--- config.mk ---
export PLATFORM = sky130hd
export DESIGN_NAME = if_id_queue_flat
export DESIGN_NICKNAME = d
export VERILOG_FILES = /design/src/rtl/if_id_queue_if.sv /design/src/rtl/if_id_queue.sv /design/src/flat_wrapper.sv
export SDC_FILE = /design/constraint.sdc
export NUM_CORES = 1
export LEC_CHECK = 0
export BUFFER_PORTS_ARGS = -buffer_cell sky130_fd_sc_hd__buf_4
export CAP_MARGIN = 20
export CORE_MARGIN = 8
export CORE_UTILIZATION = 40
export CTS_BUF_LIST = sky130_fd_sc_hd__clkbuf_4
export DETAILED_ROUTE_END_ITERATION = 8
export GPL_TIMING_DRIVEN = 0
export PLACE_DENSITY_LB_ADDON = 0.12
export SLEW_MARGIN = 10
export SYNTH_ARGS = -nofsm -noshare
export SYNTH_HDL_FRONTEND = slang
export SYNTH_SLANG_ARGS = --single-unit
--- constraint.sdc ---
create_clock -name clk -period 8.17 [get_ports clk]
set_input_delay 0.817 -clock clk [delete_from_list [all_inputs] [get_ports clk]]
set_output_delay 0.817 -clock clk [all_outputs]
set_load 0.01 [all_outputs]
--- src/rtl/if_id_queue_if.sv ---
// Handshake bundle between the fetch stage, the IF/ID queue and the decode stage.
// The queue connects through the slave modport. The master modport is for whatever drives it.
interface if_id_queue_if #(
    parameter int unsigned XLEN  = 64,
    parameter int unsigned ILEN  = 32,
    parameter int unsigned DEPTH = 2
);
    localparam int unsigned CW = $clog2(DEPTH) + 1;

    logic            flush;
    logic            if_valid;
    logic            if_ready;
    logic [XLEN-1:0] if_pc;
    logic [ILEN-1:0] if_instr;
    logic            id_valid;
    logic            id_ready;
    logic [XLEN-1:0] id_pc;
    logic [ILEN-1:0] id_instr;
    logic            id_illegal;
    logic [CW-1:0]   count;

    modport slave (
        input  flush,
        input  if_valid,
        output if_ready,
        input  if_pc,
        input  if_instr,
        output id_valid,
        input  id_ready,
        output id_pc,
        output id_instr,
        output id_illegal,
        output count
    );

    modport master (
        output flush,
        output if_valid,
        input  if_ready,
        output if_pc,
        output if_instr,
        input  id_valid,
        output id_ready,
        input  id_pc,
        input  id_instr,
        input  id_illegal,
        input  count
    );
endinterface

--- src/rtl/if_id_queue.sv ---
// Fetch-to-decode instruction buffer: a DEPTH-entry circular FIFO of {pc, instr} pairs.
// Handshake flags come only from registered occupancy, and there is no bypass from IF to ID.
// A flush empties the queue so that wrong-path instructions are discarded.
module if_id_queue #(
    parameter int unsigned XLEN  = 64,
    parameter int unsigned ILEN  = 32,
    parameter int unsigned DEPTH = 2
) (
    input logic          clk,
    input logic          reset,
    if_id_queue_if.slave q
);
    localparam int unsigned PW = $clog2(DEPTH);
    localparam int unsigned CW = PW + 1;
    localparam logic [CW-1:0] FullCount = CW'(DEPTH);

    logic [XLEN-1:0] pc_mem    [DEPTH];
    logic [ILEN-1:0] instr_mem [DEPTH];

    logic [PW-1:0] wr_ptr_q, wr_ptr_d;
    logic [PW-1:0] rd_ptr_q, rd_ptr_d;
    logic [CW-1:0] count_q, count_d;

    logic full, empty, push, pop;

    // Occupancy flags and qualified transfers; flush suppresses both transfers.
    always_comb begin
        full  = (count_q == FullCount);
        empty = (count_q == '0);
        push  = q.if_valid & ~full & ~q.flush;
        pop   = ~empty & q.id_ready & ~q.flush;
    end

    // Next-state for pointers and count. Power-of-two depth means the pointers wrap naturally.
    always_comb begin
        wr_ptr_d = wr_ptr_q;
        rd_ptr_d = rd_ptr_q;
        count_d  = count_q;
        if (q.flush) begin
            wr_ptr_d = '0;
            rd_ptr_d = '0;
            count_d  = '0;
        end else begin
            if (push) wr_ptr_d = wr_ptr_q + PW'(1);
            if (pop)  rd_ptr_d = rd_ptr_q + PW'(1);
            if (push && !pop)      count_d = count_q + CW'(1);
            else if (pop && !push) count_d = count_q - CW'(1);
        end
    end

    // Pointer and occupancy state with asynchronous active-low reset.
    always_ff @(posedge clk or negedge reset) begin
        if (!reset) begin
            wr_ptr_q <= '0;
            rd_ptr_q <= '0;
            count_q  <= '0;
        end else begin
            wr_ptr_q <= wr_ptr_d;
            rd_ptr_q <= rd_ptr_d;
            count_q  <= count_d;
        end
    end

    // Storage array. It needs no reset because the outputs are masked whenever the queue is empty.
    always_ff @(posedge clk) begin
        if (push) begin
            pc_mem[wr_ptr_q]    <= q.if_pc;
            instr_mem[wr_ptr_q] <= q.if_instr;
        end
    end

    // Head presentation, forced to zero when empty. The all-zero encoding is flagged as illegal.
    always_comb begin
        q.if_ready   = ~full;
        q.id_valid   = ~empty;
        q.count      = count_q;
        q.id_pc      = '0;
        q.id_instr   = '0;
        q.id_illegal = 1'b0;
        if (!empty) begin
            q.id_pc      = pc_mem[rd_ptr_q];
            q.id_instr   = instr_mem[rd_ptr_q];
            q.id_illegal = (instr_mem[rd_ptr_q] == '0);
        end
    end
endmodule

--- src/flat_wrapper.sv ---
// flat-port wrapper written by rule: the top's interface ports become plain ports
module if_id_queue_flat 
#(
    parameter int unsigned XLEN  = 64,
    parameter int unsigned ILEN  = 32,
    parameter int unsigned DEPTH = 2
)
  (clk, reset, q_flush, q_if_valid, q_if_ready, q_if_pc, q_if_instr, q_id_valid, q_id_ready, q_id_pc, q_id_instr, q_id_illegal, q_count);
  if_id_queue_if #(.XLEN(XLEN), .ILEN(ILEN), .DEPTH(DEPTH)) q_i ();
  input logic clk;
  input logic reset;
  input wire logic [$bits(q_i.flush)-1:0] q_flush;
  input wire logic [$bits(q_i.if_valid)-1:0] q_if_valid;
  output wire logic [$bits(q_i.if_ready)-1:0] q_if_ready;
  input wire logic [$bits(q_i.if_pc)-1:0] q_if_pc;
  input wire logic [$bits(q_i.if_instr)-1:0] q_if_instr;
  output wire logic [$bits(q_i.id_valid)-1:0] q_id_valid;
  input wire logic [$bits(q_i.id_ready)-1:0] q_id_ready;
  output wire logic [$bits(q_i.id_pc)-1:0] q_id_pc;
  output wire logic [$bits(q_i.id_instr)-1:0] q_id_instr;
  output wire logic [$bits(q_i.id_illegal)-1:0] q_id_illegal;
  output wire logic [$bits(q_i.count)-1:0] q_count;
  assign q_i.flush = q_flush;
  assign q_i.if_valid = q_if_valid;
  assign q_if_ready = q_i.if_ready;
  assign q_i.if_pc = q_if_pc;
  assign q_i.if_instr = q_if_instr;
  assign q_id_valid = q_i.id_valid;
  assign q_i.id_ready = q_id_ready;
  assign q_id_pc = q_i.id_pc;
  assign q_id_instr = q_i.id_instr;
  assign q_id_illegal = q_i.id_illegal;
  assign q_count = q_i.count;
  if_id_queue #(.XLEN(XLEN), .ILEN(ILEN), .DEPTH(DEPTH)) u_core (.clk(clk), .reset(reset), .q(q_i));
endmodule
Word-level counts from Yosys, hierarchy flattened
Memories as Yosys holds them, arrays and structs flattened.
Index checks and enable logic that the tools add are counted.
Widths: inputs -> output; s select.
- flip-flop bits (word level): 4
- memory bits (writable): 192
- input bits: 101
- output and inout bits: 101
- memories: 2
- memory list (name ; depth ; bits a word ; read ports ; clocked after memory_dff ; wr ports ; line ; text):
    u_core.pc_mem ; 2 ; 64 ; 1 ; 0 ; 1 ; if_id_queue.sv:17 ; logic [XLEN-1:0] pc_mem [DEPTH];
    u_core.instr_mem ; 2 ; 32 ; 1 ; 0 ; 1 ; if_id_queue.sv:18 ; logic [ILEN-1:0] instr_mem [DEPTH];
- add/sub/neg operators: 4
- equal/unequal tests: 1
- multiplexer cells: 12
- bitwise operators: 7
- reductions and logical operators: 9
- operators with widths (operator ; count):
    $mux 64 ; 1
    $logic_not 32->1 ; 1
    $mux 32 ; 1
    $mux 1 ; 7
    $mux 2 ; 3
    $and 1x1->1 ; 4
    $reduce_bool 2->1 ; 2
    $not 1->1 ; 3
    $reduce_bool 3->1 ; 1
    $add 1x1->1 const B ; 2
    $add 2x1->2 const B ; 1
    $eq 2x2->1 const B ; 1
    $logic_and 1x1->1 ; 2
    $logic_not 1->1 ; 2
    $logic_not 2->1 ; 1
    $sub 2x1->2 const B ; 1

Longest topological paths before layout
Gate-level depths: netlist of run 1.
- word-level depth: 9
- mapped depth: 5
- mapped depth without buffers: 5

Worst setup path after synthesis of run 1
No wires, ideal clock.
- path kind: input to register
- start point: in q_if_valid
- end point: mem u_core.instr_mem[1][0], enable pin
- library setup time: 0.688 ns
- arrival time: 7.900 ns
- data required time: 7.482 ns
- path slack: -0.418 ns
- cell stages on the path: 2
- cell sequence: nand2_1 > nor3b_1
- cells in the longest elaborated chain, start to end: 4
- RTL lines (what ; line ; text):
    start, declared ; flat_wrapper.sv:13 ; input wire logic [$bits(q_i.if_valid)-1:0] q_if_valid;
    $and 1x1->1 (2 in a row) ; if_id_queue.sv:30 ; push = q.if_valid & ~full & ~q.flush;
    $mux 1 ; if_id_queue.sv:66 ; if (push) begin
    $mux 1 (not written as such) ; if_id_queue.sv:68 ; instr_mem[wr_ptr_q] <= q.if_instr;
    end, declared ; if_id_queue.sv:18 ;
Every way passes these cells.

Worst setup path after layout of run 1
- start point: reg u_core.count_q[0] (netlist: u_core.q.count[0])
- end point: out q_id_instr[16]
- cells in the longest elaborated chain, start to end: 2
- RTL lines (what ; line ; text):
    start, declared ; if_id_queue.sv:22 ; logic [CW-1:0] count_q, count_d;
    start signal, assigned ; if_id_queue.sv:60 ; count_q <= count_d;
    $logic_not 2->1 ; if_id_queue.sv:29 ; empty = (count_q == '0);
    $mux 32 ; if_id_queue.sv:80 ; if (!empty) begin
    end, declared ; flat_wrapper.sv:20 ; output wire logic [$bits(q_i.id_instr)-1:0] q_id_instr;
Every way passes these cells.

==> results by group, run 1 <==
Global route
  • Gr ovfl total: 0
  • Global Route Usage Sum: 14.8%
  • Vias in the first global route: 4959
  • Largest net degree at the start of global routing: 20
  • Initial antenna violation count: 0
  • First-pass GRT wire length: 26800 µm

Clock network
  • Clk buf depth: 2
  • Clk Latency, worst-skew pair: 0.56 ns
  • Cts repair resizes: 0
  • CTS buffer count: 17
  • CTS tree: done
  • Root Driver: clkbuf_4
  • Clk sink count: 196
  • Reg clk slew, reported paths: 0.17 ns
  • H-tree lvl count: 4

Timing
  • Slew headroom: 53.9%
  • Final worst path period share: 43.0%
  • Final setup skew: 0.0150 ns
  • Pins Over Slew Limit: 0
  • Final setup viols: 0
  • RSZ-0062 raised after global routing: false
  • Final hold slack: 0.423 ns
  • Worst-margin pin slew: 0.689 ns
  • Final Hold Viols: 0
  • Post-layout min period: 3.51 ns
  • Peak Freq: 0.285 GHz

Synthesis
  • Number of synthesized register bits: 196
  • Mapped Area: 0.00758 mm²
  • Cells after synthesis: 456
  • Syn nets: 557
  • Yosys cell types: 24
  • Synth warn: 0
  • Sequential-to-total area share from yosys stat: 77.3%
  • Most common cell in the synthesized netlist: edfxtp_1
  • Leading area contributor after synthesis: edfxtp_1
  • Yosys top cell area share: 76.0%
  • Async S/R FF share, synth: 2.04%
  • Main area contributors after synthesis: edfxtp_1 76%, mux2i_1 13%, nor2_1 5.1%, dfrtp_1 1.3%, buf_2 0.86%
  • Synth cell count leaders: 192 x edfxtp_1, 104 x nor2_1, 97 x mux2i_1
  • Average size of a mapped cell: 16.6 µm²
  • Synth Flop Type: edfxtp_1
  • Number of flops mapped to enable cells by yosys: 192

Worst setup path
  • Critical path endpoint: q_id_instr[16]
  • Crit end category: primary output
  • WP data required: 7.35 ns
  • Worst Setup SP: u_core.q.count[0]
  • R2R Path End: u_core.pc_mem[0][0]
  • WP depth: 5
  • Worst Path Buf+Inv: 3
  • Worst path most repeated cell: nor2_1
  • Worst path cell trace: nor2_1, clkbuf_1, buf_2, nor2_1, buf_4
  • Critical Path AT: 2.69 ns
  • Setup crit start kind: register
  • CP top delay family: buffers and inverters
  • Largest stage delay, worst path: 0.57 ns
  • Reg2reg start: u_core.q.count[0]
  • R2R cell count: 6
  • Critical path class: reg -> out
  • R2R Setup Slk: 5.91 ns
  • Worst path slowest cell: nor2_1
  • CP Max Fanout: 10

Power and ir drop
  • Logic gate share of total power: 14.8%
  • Power Dens Cells: 195 mW/mm²
  • Sequential Power Share: 60.3%
  • Switching fraction of total power: 26.3%
  • Clk pwr share: 24.9%
  • Internal power: 1.42 mW
  • Static leakage: 3.68 nW
  • Switch Pwr: 0.506 mW
  • Worst IR drop on VDD: 0.101 mV

Floorplanning
  • Core Region: 0.0186 mm²
  • Die width: 154 µm
  • # rows: 50
  • Starting Density: 40.7%
  • Die area: 0.0236 mm²
  • I/O Pins: 202
  • Chip Height: 154 µm

Detailed routing
  • Via count: 4574
  • Iteration-0 DRC count of the detailed router: 187
  • Final wirelength: 17400 µm
  • Routed length per placed instance: 18.5 µm
  • Iteration count of the initial detailed-routing pass: 4
  • DRC violations left: 0
  • DR vias/cell: 4.85
  • Routed Antenna Nets: 0

Worst hold path
  • WHS Path Cells: 1
  • Hold Path Class: in -> reg

Placement
  • I/O Buffers: 201
  • Area after DPL: 0.00963 mm²
  • GP Congestion: 0.759
  • Placed wire-length estimate: 13300 µm

Run status
  • Status: finished, final reports clean

Finish
  • Post-route cell area: 0.00991 mm²
  • Share of layout cells above drive strength 1: 38.2%
  • Nets: 797
  • Area growth, synth to finish: 30.7%
  • Ant diodes: 0

Job
  • Max-cap viol count: 0
[flip-flops by register name, indices dropped and copies added, names as in the netlist]
register,cells
u_core.rd_ptr_q,1
u_core.instr_mem,64
u_core.pc_mem,128
u_core.wr_ptr_q,1
u_core.q.count,2
[through the flow]
step	setup WS (ns)	std cells	utilization (%)	total power, mW	setup TNS (ns)
2_1_floorplan	0.0342	456	-	1.32	0
3_3_place_gp	-4.13	891	50.4	1.47	-395.83
3_5_place_dp	5.15	910	51.7	1.48	0
4_1_cts	4.48	943	53.2	1.96	0
5_1_grt	4.43	943	53.2	2.02	0
6_report	4.66	943	53.2	1.93	0
[final cells by class]
class / instances / area [µm²]
plain buffers: 21 / 103
flip-flops and latches: 196 / 5870
clock inverters: 15 / 144
inverters: 1 / 3.75
clock buffers: 17 / 128
fillers: 1567 / 8730
well taps: 234 / 293
multi-input cells: 238 / 1630
repair buffers: 221 / 1750
[per-layer routing]
| layer | global-route usage (%) | wire length, µm |
|---|---|---|
| met5 | 0 | 0 |
| met4 | 4.95 | 211 |
| met3 | 6.03 | 1490 |
| met2 | 24.9 | 8610 |
| met1 | 16.7 | 7100 |
[worst min-delay path by stage]
stage	start	to	slack, ns
after global placement	u_core.wr_ptr_q	u_core.wr_ptr_q	0.54
after global routing	q_if_pc[56]	u_core.pc_mem[0][56]	0.35
after detailed placement	u_core.wr_ptr_q	u_core.wr_ptr_q	0.59
after CTS	q_if_pc[26]	u_core.pc_mem[0][26]	0.35
after floorplan	reset	u_core.q.count[0]	0.52
final	q_if_instr[3]	u_core.instr_mem[1][3]	0.42
[cell usage in the layout, fill, tap and decap left out, types with 2 or more instances in the layout]
master / count
clkbuf_1: 6
buf_2: 13
nor4_1: 9
buf_6: 6
nand2b_1: 2
or4_1: 3
clkinv_2: 3
xor2_1: 2
nor3_1: 3
or4b_1: 2
buf_4: 209
nor2_1: 104
buf_8: 6
clkinv_8: 3
inv_6: 7
dfrtp_1: 4
nand4_1: 3
clkbuf_4: 17
edfxtp_1: 192
nand2_1: 3
mux2i_1: 97
[power groups by stage]
stage,registers [mW],clock network (mW),logic (mW)
2_1_floorplan,1.19,0,0.133
3_3_place_gp,1.20,0,0.273
3_5_place_dp,1.19,0,0.291
4_1_cts,1.16,0.503,0.292
5_1_grt,1.17,0.543,0.310
6_report,1.16,0.481,0.285
[logic make-up (layout without fill, tap and decap cells)]
kind of cell / after synthesis / after routing / synth area share (%)
AOI/OAI and AO/OA: 5 / 5 / 0.528
xor gates and xnor gates: 2 / 2 / 0.231
buffers and inverters: 22 / 275 / 1.40
DFF: 196 / 196 / 77.3
muxes: 97 / 97 / 12.8
and+or+nand+nor: 134 / 134 / 7.69
[repair_timing]
| action | 4_1_cts | 5_1_grt |
|---|---|---|
| endpoints found under the hold margin | 4 | 0 |
| hold buffers | 1 | 0 |
| buffers inserted | 0 | 0 |
No activity file was read; power rests on OpenSTA's default activity.
==> inputs of run 2 (changes only) <==
clock period = 2.85 ns   (was 8.17 ns; I/O delays follow)
==> results by group, run 2 (synthesis gave the netlist of run 1 again) <==
Floorplanning
  • Core Region: 0.0186 mm² (unchanged)
  • Die area: 0.0236 mm² (unchanged)
  • Die width: 154 µm (unchanged)
  • # rows: 50 (unchanged)
  • I/O Pins: 202 (unchanged)
  • Starting Density: 40.7% (unchanged)
  • Chip Height: 154 µm (unchanged)

Detailed routing
  • DR vias/cell: 4.78 (was 4.85)
  • Iteration count of the initial detailed-routing pass: 4 (unchanged)
  • Routed length per placed instance: 18.0 µm (was 18.5 µm)
  • Routed Antenna Nets: 0 (unchanged)
  • DRC violations left: 0 (unchanged)
  • Iteration-0 DRC count of the detailed router: 223 (was 187)
  • Via count: 4966 (was 4574)
  • Final wirelength: 18700 µm (was 17400 µm)

Timing
  • RSZ-0062 raised after global routing: false (unchanged)
  • Final setup skew: 0.0214 ns (was 0.0150 ns)
  • Worst-margin pin slew: 0.799 ns (was 0.689 ns)
  • Pins Over Slew Limit: 0 (unchanged)
  • Final setup viols: 0 (unchanged)
  • Final worst path period share: 92.4%
  • Setup TNS Final: 0 ns (unchanged)
  • Final Hold Viols: 0 (unchanged)
  • Fin worst setup slack: 0.216 ns (was 4.66 ns)
  • Slew headroom: 46.7% (was 53.9%)
  • Peak Freq: 0.380 GHz
  • Post-layout min period: 2.63 ns

Finish
  • Most frequent cells in the layout: 203 x buf_4, 192 x edfxtp_1, 103 x nor2_1 (was 209 x buf_4, 192 x edfxtp_1, 104 x nor2_1)
  • Non-Filler Instances: 1038 (was 943)
  • Sequential Area: 0.00587 mm² (about the same)
  • Share of layout cells above drive strength 1: 34.2% (was 38.2%)
  • Most flop-heavy register: u_core.pc_mem (unchanged)
  • Max reg flops: 128 (unchanged)
  • Fillers: 1484 (was 1567)
  • Area of the multi-input gates: 0.00168 mm² (was 0.00163 mm²)
  • Most common cell after layout, fill and taps aside: buf_4 (unchanged)
  • Nets: 891 (was 797)
  • Area growth, synth to finish: 44.6% (was 30.7%)

Placement
  • GP Congestion: 0.787 (was 0.759)
  • Place WS: 0.378 ns (was 5.15 ns)
  • I/O Buffers: 201 (unchanged)
  • Inst Count DP: 905 (was 910)
  • Placed wire-length estimate: 13100 µm (was 13300 µm)

Worst setup path
  • Critical path class: reg -> out (unchanged)
  • Worst path slowest cell: or4b_1 (was nor2_1)
  • Crit end category: primary output (unchanged)
  • CP top delay family: simple AND/OR/NAND/NOR gates (was buffers and inverters)
  • Worst path cell trace: or4b_1, nor3_1, nand4_1, a221oi_2, buf_4 (was nor2_1, clkbuf_1, buf_2, nor2_1, buf_4)
  • Setup crit start kind: register (unchanged)
  • CP Max Fanout: 2 (was 10)
  • WP data required: 2.57 ns (was 7.35 ns)
  • Largest stage delay, worst path: 0.53 ns (was 0.57 ns)
  • Critical Path AT: 2.35 ns (was 2.69 ns)
  • Worst Path Buf+Inv: 1 (was 3)

Power and ir drop
  • Switching fraction of total power: 24.7% (was 26.3%)
  • Clk pwr share: 24.3% (was 24.9%)
  • Worst IR drop on VDD: 0.252 mV (was 0.101 mV)
  • Sequential Power Share: 59.0% (was 60.3%)
  • Logic gate share of total power: 16.7% (was 14.8%)
  • Internal power: 4.26 mW (was 1.42 mW)
  • Static leakage: 4.08 nW (was 3.68 nW)
  • Power Dens Cells: 516 mW/mm² (was 195 mW/mm²)
  • Switch Pwr: 1.40 mW (was 0.506 mW)

Clock network
  • Root Driver: clkbuf_4 (unchanged)
  • Clk buf depth: 2 (unchanged)
  • CTS buffer count: 17 (unchanged)
  • Clk Latency, worst-skew pair: 0.55 ns (was 0.56 ns)
  • CTS tree: done (unchanged)
  • H-tree lvl count: 4 (unchanged)
  • Clk sink count: 196 (unchanged)
  • Reg clk slew, reported paths: 0.14 ns (was 0.17 ns)

Run status
  • Status: finished, final reports clean (unchanged)

Global route
  • Vias in the first global route: 5526 (was 4959)
  • Gr ovfl total: 0 (unchanged)
  • First-pass GRT wire length: 29500 µm (was 26800 µm)
  • Largest net degree at the start of global routing: 17 (was 20)
  • Global Route Usage Sum: 16.0% (was 14.8%)
  • Initial antenna violation count: 1 (was 0)

Job
  • Max-cap viol count: 0 (unchanged)

Worst hold path
  • Hold Path Class: in -> async (was in -> reg)
run 2: cell types whose count changed in the layout (fill, tap and decap cells not counted), sizes merged:
cell	before	now
inv	9	3
clkinvlp	1	2
buf	235	229
bufinv	0	1
dlygate4sd3	1	100
clkbuf	23	28
diode	0	1
run 2: what timing repair did:
item | 4_1_cts | 5_1_grt
buffers inserted | 0 | 0
endpoints found under the setup margin | 41 | 2
pin swaps | 0 | 0
gates cloned | 0 | 0
resized for setup | 2 | 6
hold buffers | 100 | 0
hold endpoints to repair | 200 | 0
run 2: metrics by stage:
stage	power (mW)	hold slack [ns]	area (µm²)	util (%)
final	5.66	0.0743	11000	58.8
after detailed placement	4.24	0.0867	9670	51.9
after floorplan	3.79	-0.0106	7620	-
after global placement	4.20	0.0855	9430	50.6
after global routing	5.93	0.00494	11000	58.8
after CTS	5.73	0.0251	10900	58.7
run 2: power groups by stage:
stage	logic [mW]	registers (mW)	clock network, mW
after floorplan	0.385	3.40	0
after global placement	0.788	3.41	0
after detailed placement	0.840	3.40	0
after CTS	0.959	3.34	1.44
after global routing	1.03	3.35	1.55
final	0.945	3.34	1.38
run 2: cell type report:
type / instances / share of cell area, %
flip-flops and latches: 196 / 53.5
repair buffers: 315 / 25.1
multi-input cells: 238 / 15.3
well taps: 234 / 2.67
clock buffers: 21 / 1.44
plain buffers: 21 / 0.970
clock inverters: 11 / 0.935
inverters: 1 / 0.0342
diodes: 1 / 0.0228
run 2: path summary, 6_finish.rpt:
check | endpoint | start | cells after the start | slack [ns]
max | q_id_illegal | u_core.instr_mem[1][26] | 5 | 0.22
min | u_core.wr_ptr_q | reset | 2 | 0.07
max reg2reg | u_core.pc_mem[1][9] | u_core.q.count[0] | 6 | 0.61
min reg2reg | u_core.wr_ptr_q | u_core.wr_ptr_q | 2 | 0.64
max in group asynchronous | u_core.rd_ptr_q | reset | 2 | 2.67
min in group clk | u_core.pc_mem[0][35] | q_if_pc[35] | 2 | 0.45
run 2: metal layers:
metal  GRT usage, %  wire (µm)  vias up
met2           28.2       9640      152
met5              0          0        -
met3           4.71       1120       26
met4           5.79        355        0
met1           18.3       7560     2393
li1               -          -     2395
